<file path="src/rtl/arcade_rom_loader.sv">
// Purpose: route the data_io ROM download stream into per-region write strobes and sequence the core reset.
// Latency: one cycle from ioctl_wr to rgn_wr/rgn_addr/rgn_data.
// Backpressure: none; data_io cannot be stalled, so every accepted byte is forwarded or flagged.
//
// Ports:
//   clk_sys, reset           system clock, synchronous active-high reset
//   ioctl_downl/index/wr     data_io download control (wr is a 1-cycle byte strobe)
//   ioctl_addr/dout          byte address and data of the download stream
//   rgn_wr                   one-hot write strobe, one bit per region
//   rgn_addr/rgn_data        region-local address and data accompanying rgn_wr
//   core_reset               reset to the core: held during the download and RESET_HOLD+1 cycles after it
//   dl_done/dl_error         sticky status of the last ROM download
//   byte_count               bytes received in the current/last ROM download (saturating)
module arcade_rom_loader #(
    parameter int                     REGIONS      = 4,
    parameter int                     AW           = 16,
    parameter logic [7:0]             ROM_INDEX    = 8'd0,
    parameter logic [REGIONS*25-1:0]  REGION_BASE  = '0,
    parameter logic [REGIONS*25-1:0]  REGION_SIZE  = '0,
    parameter logic [24:0]            EXPECT_BYTES = 25'd0,
    parameter logic [15:0]            RESET_HOLD   = 16'd255
) (
    input  logic               clk_sys,
    input  logic               reset,
    input  logic               ioctl_downl,
    input  logic [7:0]         ioctl_index,
    input  logic               ioctl_wr,
    input  logic [24:0]        ioctl_addr,
    input  logic [7:0]         ioctl_dout,
    output logic [REGIONS-1:0] rgn_wr,
    output logic [AW-1:0]      rgn_addr,
    output logic [7:0]         rgn_data,
    output logic               core_reset,
    output logic               dl_done,
    output logic               dl_error,
    output logic [24:0]        byte_count
);

    localparam logic [1:0] ST_HOLD = 2'd0;
    localparam logic [1:0] ST_RUN  = 2'd1;
    localparam logic [1:0] ST_LOAD = 2'd2;

    localparam logic [24:0] COUNT_MAX = 25'h1FF_FFFF;

    // ------------------------------------------------------------------
    // State
    // ------------------------------------------------------------------
    logic [1:0]         state_q,      state_d;
    logic [15:0]        hold_cnt_q,   hold_cnt_d;
    logic               rom_dl_q;
    logic [REGIONS-1:0] rgn_wr_q,     rgn_wr_d;
    logic [AW-1:0]      rgn_addr_q,   rgn_addr_d;
    logic [7:0]         rgn_data_q,   rgn_data_d;
    logic               dl_done_q,    dl_done_d;
    logic               dl_error_q,   dl_error_d;
    logic               done_pend_q,  done_pend_d;
    logic [24:0]        byte_count_q, byte_count_d;

    // ------------------------------------------------------------------
    // Download qualification
    // ------------------------------------------------------------------
    logic rom_dl;
    logic rom_rise;
    logic load_exit;
    logic accept;
    logic len_bad;

    assign rom_dl    = ioctl_downl && (ioctl_index == ROM_INDEX);
    assign rom_rise  = rom_dl && !rom_dl_q;
    assign load_exit = (state_q == ST_LOAD) && !rom_dl;
    // A byte that arrives with the rising edge of rom_dl is already part of the
    // download; one that arrives as rom_dl drops is not (rom_dl gates it out).
    assign accept    = ioctl_wr && rom_dl && ((state_q == ST_LOAD) || rom_rise);
    assign len_bad   = (EXPECT_BYTES != 25'd0) && (byte_count_q != EXPECT_BYTES);

    // ------------------------------------------------------------------
    // Region decode. Bounds are compared in 26 bits so BASE+SIZE cannot wrap.
    // ------------------------------------------------------------------
    logic [25:0]        addr26;
    logic [REGIONS-1:0] in_rgn;
    logic [25:0]        rgn_off [REGIONS];
    logic [REGIONS-1:0] hit_vec;
    logic [25:0]        hit_off;
    logic               hit_any;

    assign addr26 = {1'b0, ioctl_addr};

    for (genvar g = 0; g < REGIONS; g++) begin : g_rgn
        localparam logic [25:0] RB = {1'b0, REGION_BASE[25*g +: 25]};
        localparam logic [25:0] RS = {1'b0, REGION_SIZE[25*g +: 25]};
        assign in_rgn[g]  = (RS != 26'd0) && (addr26 >= RB) && (addr26 < (RB + RS));
        assign rgn_off[g] = addr26 - RB;
    end

    // Walk from the top down so the lowest matching region is the last one
    // written; overlapping regions therefore still give a one-hot strobe.
    always_comb begin
        hit_vec = '0;
        hit_off = '0;
        for (int i = REGIONS - 1; i >= 0; i--) begin
            if (in_rgn[i]) begin
                hit_vec    = '0;
                hit_vec[i] = 1'b1;
                hit_off    = rgn_off[i];
            end
        end
    end

    assign hit_any = |in_rgn;

    // ------------------------------------------------------------------
    // Next state
    // ------------------------------------------------------------------
    always_comb begin
        state_d      = state_q;
        hold_cnt_d   = hold_cnt_q;
        rgn_wr_d     = '0;
        rgn_addr_d   = rgn_addr_q;
        rgn_data_d   = rgn_data_q;
        dl_done_d    = dl_done_q;
        dl_error_d   = dl_error_q;
        done_pend_d  = done_pend_q;
        byte_count_d = byte_count_q;

        if (rom_rise) begin
            // New ROM download: start from clean status, counting a byte that
            // may accompany the rising edge.
            state_d      = ST_LOAD;
            byte_count_d = accept ? 25'd1 : 25'd0;
            dl_done_d    = 1'b0;
            dl_error_d   = accept && !hit_any;
            done_pend_d  = 1'b0;
        end else if (load_exit) begin
            state_d     = ST_HOLD;
            hold_cnt_d  = RESET_HOLD;
            dl_error_d  = dl_error_q || len_bad;
            // dl_done is derived from the final error flag one cycle later.
            done_pend_d = 1'b1;
        end else begin
            if (state_q == ST_HOLD) begin
                if (hold_cnt_q == 16'd0) begin
                    state_d = ST_RUN;
                end else begin
                    hold_cnt_d = hold_cnt_q - 16'd1;
                end
            end
            if (accept) begin
                if (byte_count_q != COUNT_MAX) begin
                    byte_count_d = byte_count_q + 25'd1;
                end
                if (!hit_any) begin
                    dl_error_d = 1'b1;
                end
            end
            if (done_pend_q) begin
                dl_done_d   = !dl_error_q;
                done_pend_d = 1'b0;
            end
        end

        if (accept && hit_any) begin
            rgn_wr_d   = hit_vec;
            rgn_addr_d = hit_off[AW-1:0];
            rgn_data_d = ioctl_dout;
        end
    end

    // ------------------------------------------------------------------
    // Registers
    // ------------------------------------------------------------------
    always_ff @(posedge clk_sys) begin
        if (reset) begin
            state_q      <= ST_HOLD;
            hold_cnt_q   <= RESET_HOLD;
            rom_dl_q     <= 1'b0;
            rgn_wr_q     <= '0;
            rgn_addr_q   <= '0;
            rgn_data_q   <= '0;
            dl_done_q    <= 1'b0;
            dl_error_q   <= 1'b0;
            done_pend_q  <= 1'b0;
            byte_count_q <= '0;
        end else begin
            state_q      <= state_d;
            hold_cnt_q   <= hold_cnt_d;
            rom_dl_q     <= rom_dl;
            rgn_wr_q     <= rgn_wr_d;
            rgn_addr_q   <= rgn_addr_d;
            rgn_data_q   <= rgn_data_d;
            dl_done_q    <= dl_done_d;
            dl_error_q   <= dl_error_d;
            done_pend_q  <= done_pend_d;
            byte_count_q <= byte_count_d;
        end
    end

    // ------------------------------------------------------------------
    // Outputs
    // ------------------------------------------------------------------
    assign rgn_wr     = rgn_wr_q;
    assign rgn_addr   = rgn_addr_q;
    assign rgn_data   = rgn_data_q;
    assign core_reset = (state_q != ST_RUN);
    assign dl_done    = dl_done_q;
    assign dl_error   = dl_error_q;
    assign byte_count = byte_count_q;

endmodule
</file>
<file path="config.mk">
export PLATFORM = sky130hd
export DESIGN_NAME = arcade_rom_loader
export DESIGN_NICKNAME = d
export VERILOG_FILES = /design/src/rtl/arcade_rom_loader.sv
export SDC_FILE = /design/constraint.sdc
export NUM_CORES = 1
export LEC_CHECK = 0
export ABC_AREA = 1
export BUFFER_PORTS_ARGS = -buffer_cell sky130_fd_sc_hd__buf_2
export CORE_MARGIN = 8
export CORE_UTILIZATION = 50
export DETAILED_ROUTE_END_ITERATION = 6
export MAX_ROUTING_LAYER = met4
export PLACE_DENSITY = 0.78
export SLEW_MARGIN = 20
export SYNTH_ARGS = -nofsm -noshare
export SYNTH_HDL_FRONTEND = slang
export SYNTH_SLANG_ARGS = --single-unit
</file>
<file path="constraint.sdc">
create_clock -name clk_sys -period 1.9 [get_ports clk_sys]
set_clock_uncertainty 0.05 [all_clocks]
set_input_delay 0.38 -clock clk_sys [delete_from_list [all_inputs] [get_ports clk_sys]]
set_output_delay 0.38 -clock clk_sys [all_outputs]
set_load 0.01 [all_outputs]
</file>
==> results_dict.tcl, run 1 <==
set metrics [dict create \
    status "finished, final reports clean" \
    diodes 0 \
    holdWs_ps 385 \
    ys.flop_type "dfxtp_1" \
    fin_ws_ps 146 \
    synthTopCellsByArea "dfxtp_1, nand2_1, nor2_1" \
    crit_arrival_ps 1910 \
    p_clk_frac 0.443 \
    area.growth.synth_to_final_pct 16.1 \
    dpl.hpwl_mm 6.88 \
    hold_violations 0 \
    power_switching_uw 441 \
    cts_tree "built" \
    period_minus_slack_ps 1750 \
    fmax_mhz 570 \
    min_path_type "input pin to flop" \
    slew_viol_final 0 \
    worst-path-max-fanout 13 \
    grt_max_degree 23 \
    ant_nets 0 \
    grt_pass1_vias 3418 \
    clk_latency_ps 310 \
    grt_pass1_wl_mm 15.5 \
    period_share 0.923 \
    fin_nets 671 \
    coreArea_sq_mm 0.00639 \
    synth-seq-cells 47 \
    dieArea_sq_mm 0.00950 \
    wl_per_cell_um 12.8 \
    fp.dieW_um 97.5 \
    place.gp.congestion 0.925 \
    cts_root_buffer "clkbuf_8" \
    cp-end-kind "flop" \
    setup_viol 0 \
    leakage_uw 0.00176 \
    async_flop_share 0 \
    cp_data_required_time_ps 2060 \
    finalWirelength_mm 8.98 \
    p_per_area_mw_per_mm2 516 \
    intPower_uw 1550 \
    crit_path_start_kind "flop" \
    holdBufCountCts 0 \
    yosysMostFrequentCell "nand2_1" \
    syn_avg_cell_area_sq_um 5.99 \
    io_buffers 39 \
    drive_gt1_frac 0.189 \
    clk_path_buf_depth 2 \
    grt_use_total 0.193 \
    ir_worst_vdd_mv 0.320 \
    grt_overflow 0 \
    synth_seq_area_share 0.283 \
    clkSinkCount 47 \
    critical_path_class "flop to flop" \
    rows 29 \
    final_util 0.604 \
    combinationalPowerShare 0.057 \
    p_total_uw 1990 \
    h-tree-depth 2 \
    ys_types 30 \
    die_h_um 97.5 \
    viasPerCell 5.11 \
    maxCapViolations 0 \
    drc_errors 0 \
    antenna_found_initial 0 \
    cts.reportedPaths.clkPinSlew_ps 100 \
    switching_share 0.221 \
    preCtsSetupSlack_ps 65.0 \
    yosys.area.top_type "dfxtp_1" \
    synth_edf_count 0 \
    ys_warn_count 0 \
    netlist_area_sq_mm 0.00332 \
    p_seq_frac 0.501 \
    yosys-top-cells-count "nand2_1, nor2_1, nand3_1" \
    vias 3585 \
    netlist.area_leader.share 0.283 \
    initial_core_util 0.520 \
    drt_first_pass_iters 5 \
    numCtsBuffers 5 \
    io_pins 101 \
    rsz0062_at_grt "no" \
    first_iter_violations 237 \
    syn_inst 554 \
    finalSetupTns_ps 0 \
]
==> worst max-delay path, cell delays in order, from the launching register on <==
cell and delay, ps:
dfxtp_1 460, nand2_2 140, nor2_2 210, nand2_1 120, nor2_4 110, nand3_4 100
nand2_4 90, buf_6 150, inv_2 80, nor2_1 110, nor2_1 50
==> per-stage QoR <==
stage / area, sq um / cells
2_1_floorplan: 3420 / 581
3_3_place_gp: 3680 / 691
3_5_place_dp: 3680 / 691
4_1_cts: 3820 / 699
5_1_grt: 3850 / 701
6_report: 3850 / 701
==> registers in the layout (all words and copies together), names as in the netlist <==
register and cells:
byte_count 25, hold_cnt_q 16, state_q 2, dl_done 1, dl_error 1, done_pend_q 1, rom_dl_q 1
==> timing repair <==
| item | in CTS | in global routing |
|---|---|---|
| setup buffers | 0 | 2 |
| gates resized for setup | 0 | 13 |
| setup endpoints to repair | 0 | 26 |
==> metal layers <==
metal | GRT usage | share of wire | vias to the layer above
li1 | - | - | 1829
met1 | 0.211 | 0.41 | 1610
met2 | 0.338 | 0.51 | 128
met3 | 0.0370 | 0.062 | 18
met4 | 0.0746 | 0.019 | 0
met5 | - | 0 | -
==> path summary, 6_finish.rpt <==
kind | to | cells after the start | slack [ps] | start
worst max register to register | byte_count[2] | 10 | 150 | byte_count[12]
worst min-delay path | hold_cnt_q[6] | 3 | 390 | reset
worst max-delay path | byte_count[2] | 10 | 150 | byte_count[12]
worst min register to register | dl_done | 1 | 420 | dl_error
==> power groups by stage <==
stage | Clock [uW] | Combinational, uW | Sequential (uW)
3_5_place_dp | 0 | 109 | 1020
6_report | 881 | 113 | 996
2_1_floorplan | 0 | 114 | 1020
4_1_cts | 897 | 110 | 996
5_1_grt | 936 | 128 | 998
3_3_place_gp | 0 | 106 | 1020
==> cells in the final DEF, fill, tap and decap left out <==
cell	count
a21oi_1	33
buf_2	39
buf_4	34
buf_6	1
bufinv_16	2
clkbuf_1	1
clkbuf_8	5
conb_1	28
dfxtp_1	42
dfxtp_2	5
ha_1	2
ha_2	1
inv_1	54
inv_2	5
inv_4	1
nand2_1	161
nand2_2	6
nand2_4	1
nand3_1	56
nand3_2	2
nand3_4	1
nand3b_1	5
nand4_1	10
nor2_1	86
nor2_2	8
nor2_4	4
nor3_1	8
o211ai_1	1
o21ai_0	6
o21ai_1	8
o21ai_4	1
or2_2	2
xnor2_1	1
xor2_1	4
==> cell families (layout without fill, tap and decap cells) <==
| group | count (synthesis) | after routing | share of synthesized area |
|---|---|---|---|
| adders and majority gates | 3 | 3 | 0.0113 |
| other | 1 | 28 | 0.00113 |
| xor gates and xnor gates | 5 | 5 | 0.0132 |
| buffers and inverters | 99 | 142 | 0.151 |
| AOI/OAI and AO/OA | 49 | 49 | 0.0780 |
| and+or+nand+nor | 350 | 350 | 0.462 |
| DFF | 47 | 47 | 0.283 |
==> final cells by class <==
class	count	area, sq um
clock buffer	6	72.6
clock inverter	2	60.1
fill	595	2530
inverter	60	228
multi-input combinational	435	1990
sequential	47	947
tap	77	96.3
timing repair buffer	74	462
Power figures use the tool's default switching activity.
==> inputs of run 2 (changes only) <==
- CTS_BUF_LIST: unset -> sky130_fd_sc_hd__clkbuf_2
==> results_dict.tcl, run 2 (synthesis gave the netlist of run 1 again) <==
set metrics [dict create \
    dieArea_sq_mm 0.00950 \
    antenna_found_initial 0 \
    slew_viol_final 0 \
    wl_per_cell_um 12.7 \
    h-tree-depth 2 \
    route.met3.wl_um 498 \
    critical_path_class "flop to flop" \
    setup_viol 0 \
    worst-path-max-fanout 13 \
    coreArea_sq_mm 0.00639 \
    crit_arrival_ps 2080 \
    reg2reg_depth 10 \
    holdWs_ps 242 \
    rows 29 \
    largest_reg_flops 25 \
    cts_tree "built" \
    whs_endpoint "hold_cnt_q[6]" \
    r2r-end "byte_count[2]" \
    drt_first_pass_iters 5 \
    crit_path_start_kind "flop" \
    cts.reportedPaths.clkPinSlew_ps 270 \
    ir_worst_vdd_mv 0.291 \
    grt_pass1_vias 3363 \
    maxCapViolations 0 \
    status "finished, final reports clean" \
    fin_nets 672 \
    diodes 0 \
    holdBufCountCts 0 \
    io_pins 101 \
    dr_wl_met2_mm 4.42 \
    clk_path_buf_depth 2 \
    fin_area_sq_mm 0.00383 \
    min_path_type "input pin to flop" \
    drc_errors 0 \
    holdPathStages 3 \
    min_from "reset" \
    initial_core_util 0.520 \
    cts_root_buffer "clkbuf_2" \
    drt-met1-wl_mm 3.82 \
    clk_latency_ps 450 \
    placed_cell_area_sq_mm 0.00368 \
    fp.dieW_um 97.5 \
    final_cell_mix "nand2_1, nor2_1, nand3_1, inv_1" \
    ant_nets 0 \
    clkSinkCount 47 \
    finalWirelength_mm 8.93 \
    grt_max_degree 23 \
    grt_overflow 0 \
    cp-end-kind "flop" \
    drive_gt1_frac 0.200 \
    place.gp.congestion 0.925 \
    fmax_mhz 568 \
    dpl.hpwl_mm 6.88 \
    numCtsBuffers 5 \
    die_h_um 97.5 \
    period_share 0.927 \
    finalSetupTns_ps 0 \
    multi_input_area_sq_mm 0.00200 \
    grt_pass1_wl_mm 15.3 \
    period_minus_slack_ps 1760 \
    hold_violations 0 \
    rrSetupSlack_ps 140 \
    leakage_uw 0.00176 \
    first_iter_violations 283 \
    viasPerCell 5.14 \
    p_per_area_mw_per_mm2 475 \
    io_buffers 39 \
    vias 3605 \
    layout.cells.most_common "nand2_1" \
    area.growth.synth_to_final_pct 15.5 \
    grt_use_total 0.190 \
    top_layer_used "met4" \
    register_area_sq_um 951 \
    fillers 604 \
    rsz0062_at_grt "no" \
    cp_data_required_time_ps 2220 \
    r2r-start "byte_count[12]" \
]
## run 2: changes by cell type in the layout (fill, tap and decap cells not counted), sizes merged
| cell | change |
|---|---|
| buf | +1 |
## run 2: area by class of cell
| type | instances | share of cell area |
|---|---|---|
| clock buffer | 6 | 0.00783 |
| clock inverter | 2 | 0.0157 |
| inverter | 60 | 0.0594 |
| multi-input combinational | 435 | 0.521 |
| sequential | 47 | 0.248 |
| tap | 77 | 0.0251 |
| timing repair buffer | 75 | 0.123 |
## run 2: repair_timing
item / 4_1_cts / 5_1_grt
setup buffers: 0 / 3
gates resized for setup: 0 / 20
endpoints found under the setup margin: 0 / 35
## run 2: critical path, cell delays in order (launching register included)
cell and delay, ps:
dfxtp_1 500, nand2_2 140, nor2_2 200, nand2_1 120, nor2_4 110, nand3_4 100, nand2_4 100, buf_8 140
inv_2 70, nor2_1 100, nor2_1 50
## run 2: worst max-delay path by stage
stage / startpoint / end / slack (ps) / cells after the start
2_1_floorplan: byte_count[1] / byte_count[14] / 160 / 11
3_3_place_gp: ioctl_index[7] / byte_count[10] / 90 / 10
3_5_place_dp: ioctl_index[1] / byte_count[10] / 70 / 10
4_1_cts: byte_count[0] / byte_count[18] / 20 / 11
5_1_grt: byte_count[0] / byte_count[17] / 5 / 11
6_report: byte_count[12] / byte_count[2] / 140 / 10
## run 2: power breakdown
group	total [uW]	internal [uW]	switching, uW	leakage, uW
logic	116	34.7	81.5	0.00132
clock network	705	359	346	0.0000532
registers	1000	996	4.83	0.000383
total	1820	1390	432	0.00176
## run 2: through the flow
stage	std cells	power (uW)	utilization	setup WS, ps
2_1_floorplan	581	1130	-	159
3_3_place_gp	691	1120	0.577	91.7
3_5_place_dp	691	1130	0.577	65.0
4_1_cts	699	1820	0.591	20.5
5_1_grt	702	1880	0.601	5.39
6_report	702	1820	0.601	138
## run 2: routing by layer
layer,up-vias,GRT usage
met2,125,0.327
met4,0,0.0664
met5,-,-
met3,18,0.0313
li1,1837,-
met1,1625,0.215
==> inputs of run 3 (changes only) <==
- CELL_PAD_IN_SITES_DETAIL_PLACEMENT: unset -> 0
- CELL_PAD_IN_SITES_GLOBAL_PLACEMENT: unset -> 1
- CORE_ASPECT_RATIO: unset -> 0.7
- CORE_UTILIZATION: 50 -> 36
- PLACE_DENSITY: 0.78 -> unset
- PLACE_DENSITY_LB_ADDON: unset -> 0.1
- REMOVE_ABC_BUFFERS: unset -> 1
==> results_dict.tcl, run 3 (synthesis gave the netlist of run 1 again) <==
set metrics [dict create \
    diodes 0 \
    hold_violations 0 \
    clk_latency_ps 450 \
    cp_slowest_cell "dfxtp_1" \
    cts_root_buffer "clkbuf_2" \
    grt_overflow 0 \
    rsz0062_at_grt "yes" \
    multi_input_area_sq_mm 0.00199 \
    final_cell_mix "nand2_1, nor2_1, nand3_1, inv_1, buf_4" \
    viasPerCell 4.64 \
    dieArea_sq_mm 0.0126 \
    fp.dieW_um 131 \
    placed_cell_area_sq_mm 0.00385 \
    preCtsSetupSlack_ps 16.5 \
    drive_gt1_frac 0.198 \
    register_area_sq_um 946 \
    layout.cells.most_common "nand2_1" \
    clk_path_buf_depth 2 \
    finalWirelength_mm 10.3 \
    cp_cell_sequence "nand2_2 -> nor2_2 -> nand2_1 -> nor2_4 -> nand3_4 -> buf_4 -> nand3_1 -> nand2_1 -> nand2_1 -> inv_1" \
    route.met3.wl_um 570 \
    rows 29 \
    crit_arrival_ps 2130 \
    period_minus_slack_ps 1790 \
    fin_nets 683 \
    top_layer_used "met4" \
    holdWs_ps 110 \
    p_total_uw 1560 \
    place.gp.congestion 0.883 \
    numCtsBuffers 5 \
    cp_top_family "simple AND/OR/NAND/NOR gates" \
    io_buffers 39 \
    critical_path_class "flop to flop" \
    coreArea_sq_mm 0.00900 \
    cts_tree "built" \
    fin_ws_ps 107 \
    initial_core_util 0.369 \
    grt_use_total 0.177 \
    dr_wl_met2_mm 3.69 \
    p_per_area_mw_per_mm2 397 \
    largest_reg_flops 25 \
    antenna_found_initial 0 \
    cp-end-kind "flop" \
    dpl.hpwl_mm 7.97 \
    drt-met1-wl_mm 5.93 \
    grt_pass1_vias 3319 \
    slew_viol_final 0 \
    wl_per_cell_um 13.5 \
    ant_nets 0 \
    crit_top_cell "nand2_1" \
    dp.cells 750 \
    h-tree-depth 2 \
    drc_errors 0 \
    fin_cells 760 \
    fin_area_sq_mm 0.00392 \
    critical_path_buf_inv_count 2 \
    die_h_um 96.3 \
    status "finished, final reports clean" \
    maxCapViolations 0 \
    fmax_mhz 558 \
    grt_pass1_wl_mm 16.9 \
    period_share 0.944 \
    setup_viol 0 \
    io_pins 101 \
    cts.reportedPaths.clkPinSlew_ps 250 \
    min_path_type "input pin to flop" \
    cp_data_required_time_ps 2240 \
    slowest_delay_ps 480 \
    first_iter_violations 240 \
    area.growth.synth_to_final_pct 18.1 \
    grt_max_degree 18 \
    leakage_uw 0.00179 \
    fillers 1011 \
    clkSinkCount 47 \
    vias 3523 \
    crit_path_start_kind "flop" \
    ir_worst_vdd_mv 0.282 \
    drt_first_pass_iters 4 \
    worst-path-max-fanout 17 \
]
==> run 3: cell types whose count changed in the layout (fill, tap and decap cells not counted), moves of 2 or more <==
cell	previous run	this run
buf_4	35	45
bufinv_16	2	0
clkinv_1	0	2
dfxtp_1	39	43
dfxtp_2	8	4
nor2_1	84	88
nor2_2	10	6
==> run 3: power by group <==
part / switching [uW] / internal (uW) / total (uW)
Sequential: 5.20 / 996 / 1000
Combinational: 82.1 / 33.4 / 116
Clock: 351 / 88.4 / 439
==> run 3: repair_timing <==
item | 4_1_cts | 5_1_grt
hold buffers | 0 | 0
resized for setup | 0 | 9
setup buffers | 0 | 2
setup endpoints to repair | 0 | 24
==> run 3: area by class of cell <==
class	count	area share
timing repair buffer	86	0.145
multi-input combinational	435	0.507
clock inverter	2	0.00191
inverter	60	0.0574
clock buffer	6	0.00766
tap	124	0.0396
sequential	47	0.241
==> run 3: metal layers <==
layer / up-vias / global-route usage
met5: - / -
met4: 0 / 0.0343
met3: 8 / 0.0304
li1: 1854 / -
met2: 104 / 0.234
met1: 1557 / 0.268
==> run 3: path summary, 6_finish.rpt <==
kind                  start        endpoint  slack, ps  cells after the start
max          byte_count[12]  byte_count[15]        110                     10
min                   reset      state_q[1]        110                      2
max reg2reg  byte_count[12]  byte_count[15]        110                     10
min reg2reg        dl_error         dl_done        430                      1
==> run 3: stage by stage <==
stage	TNS, ps	utilization
after detailed placement	0	0.427
after floorplan	-4.26	-
after global routing	-119	0.436
after global placement	0	0.427
final	0	0.436
after CTS	0	0.432
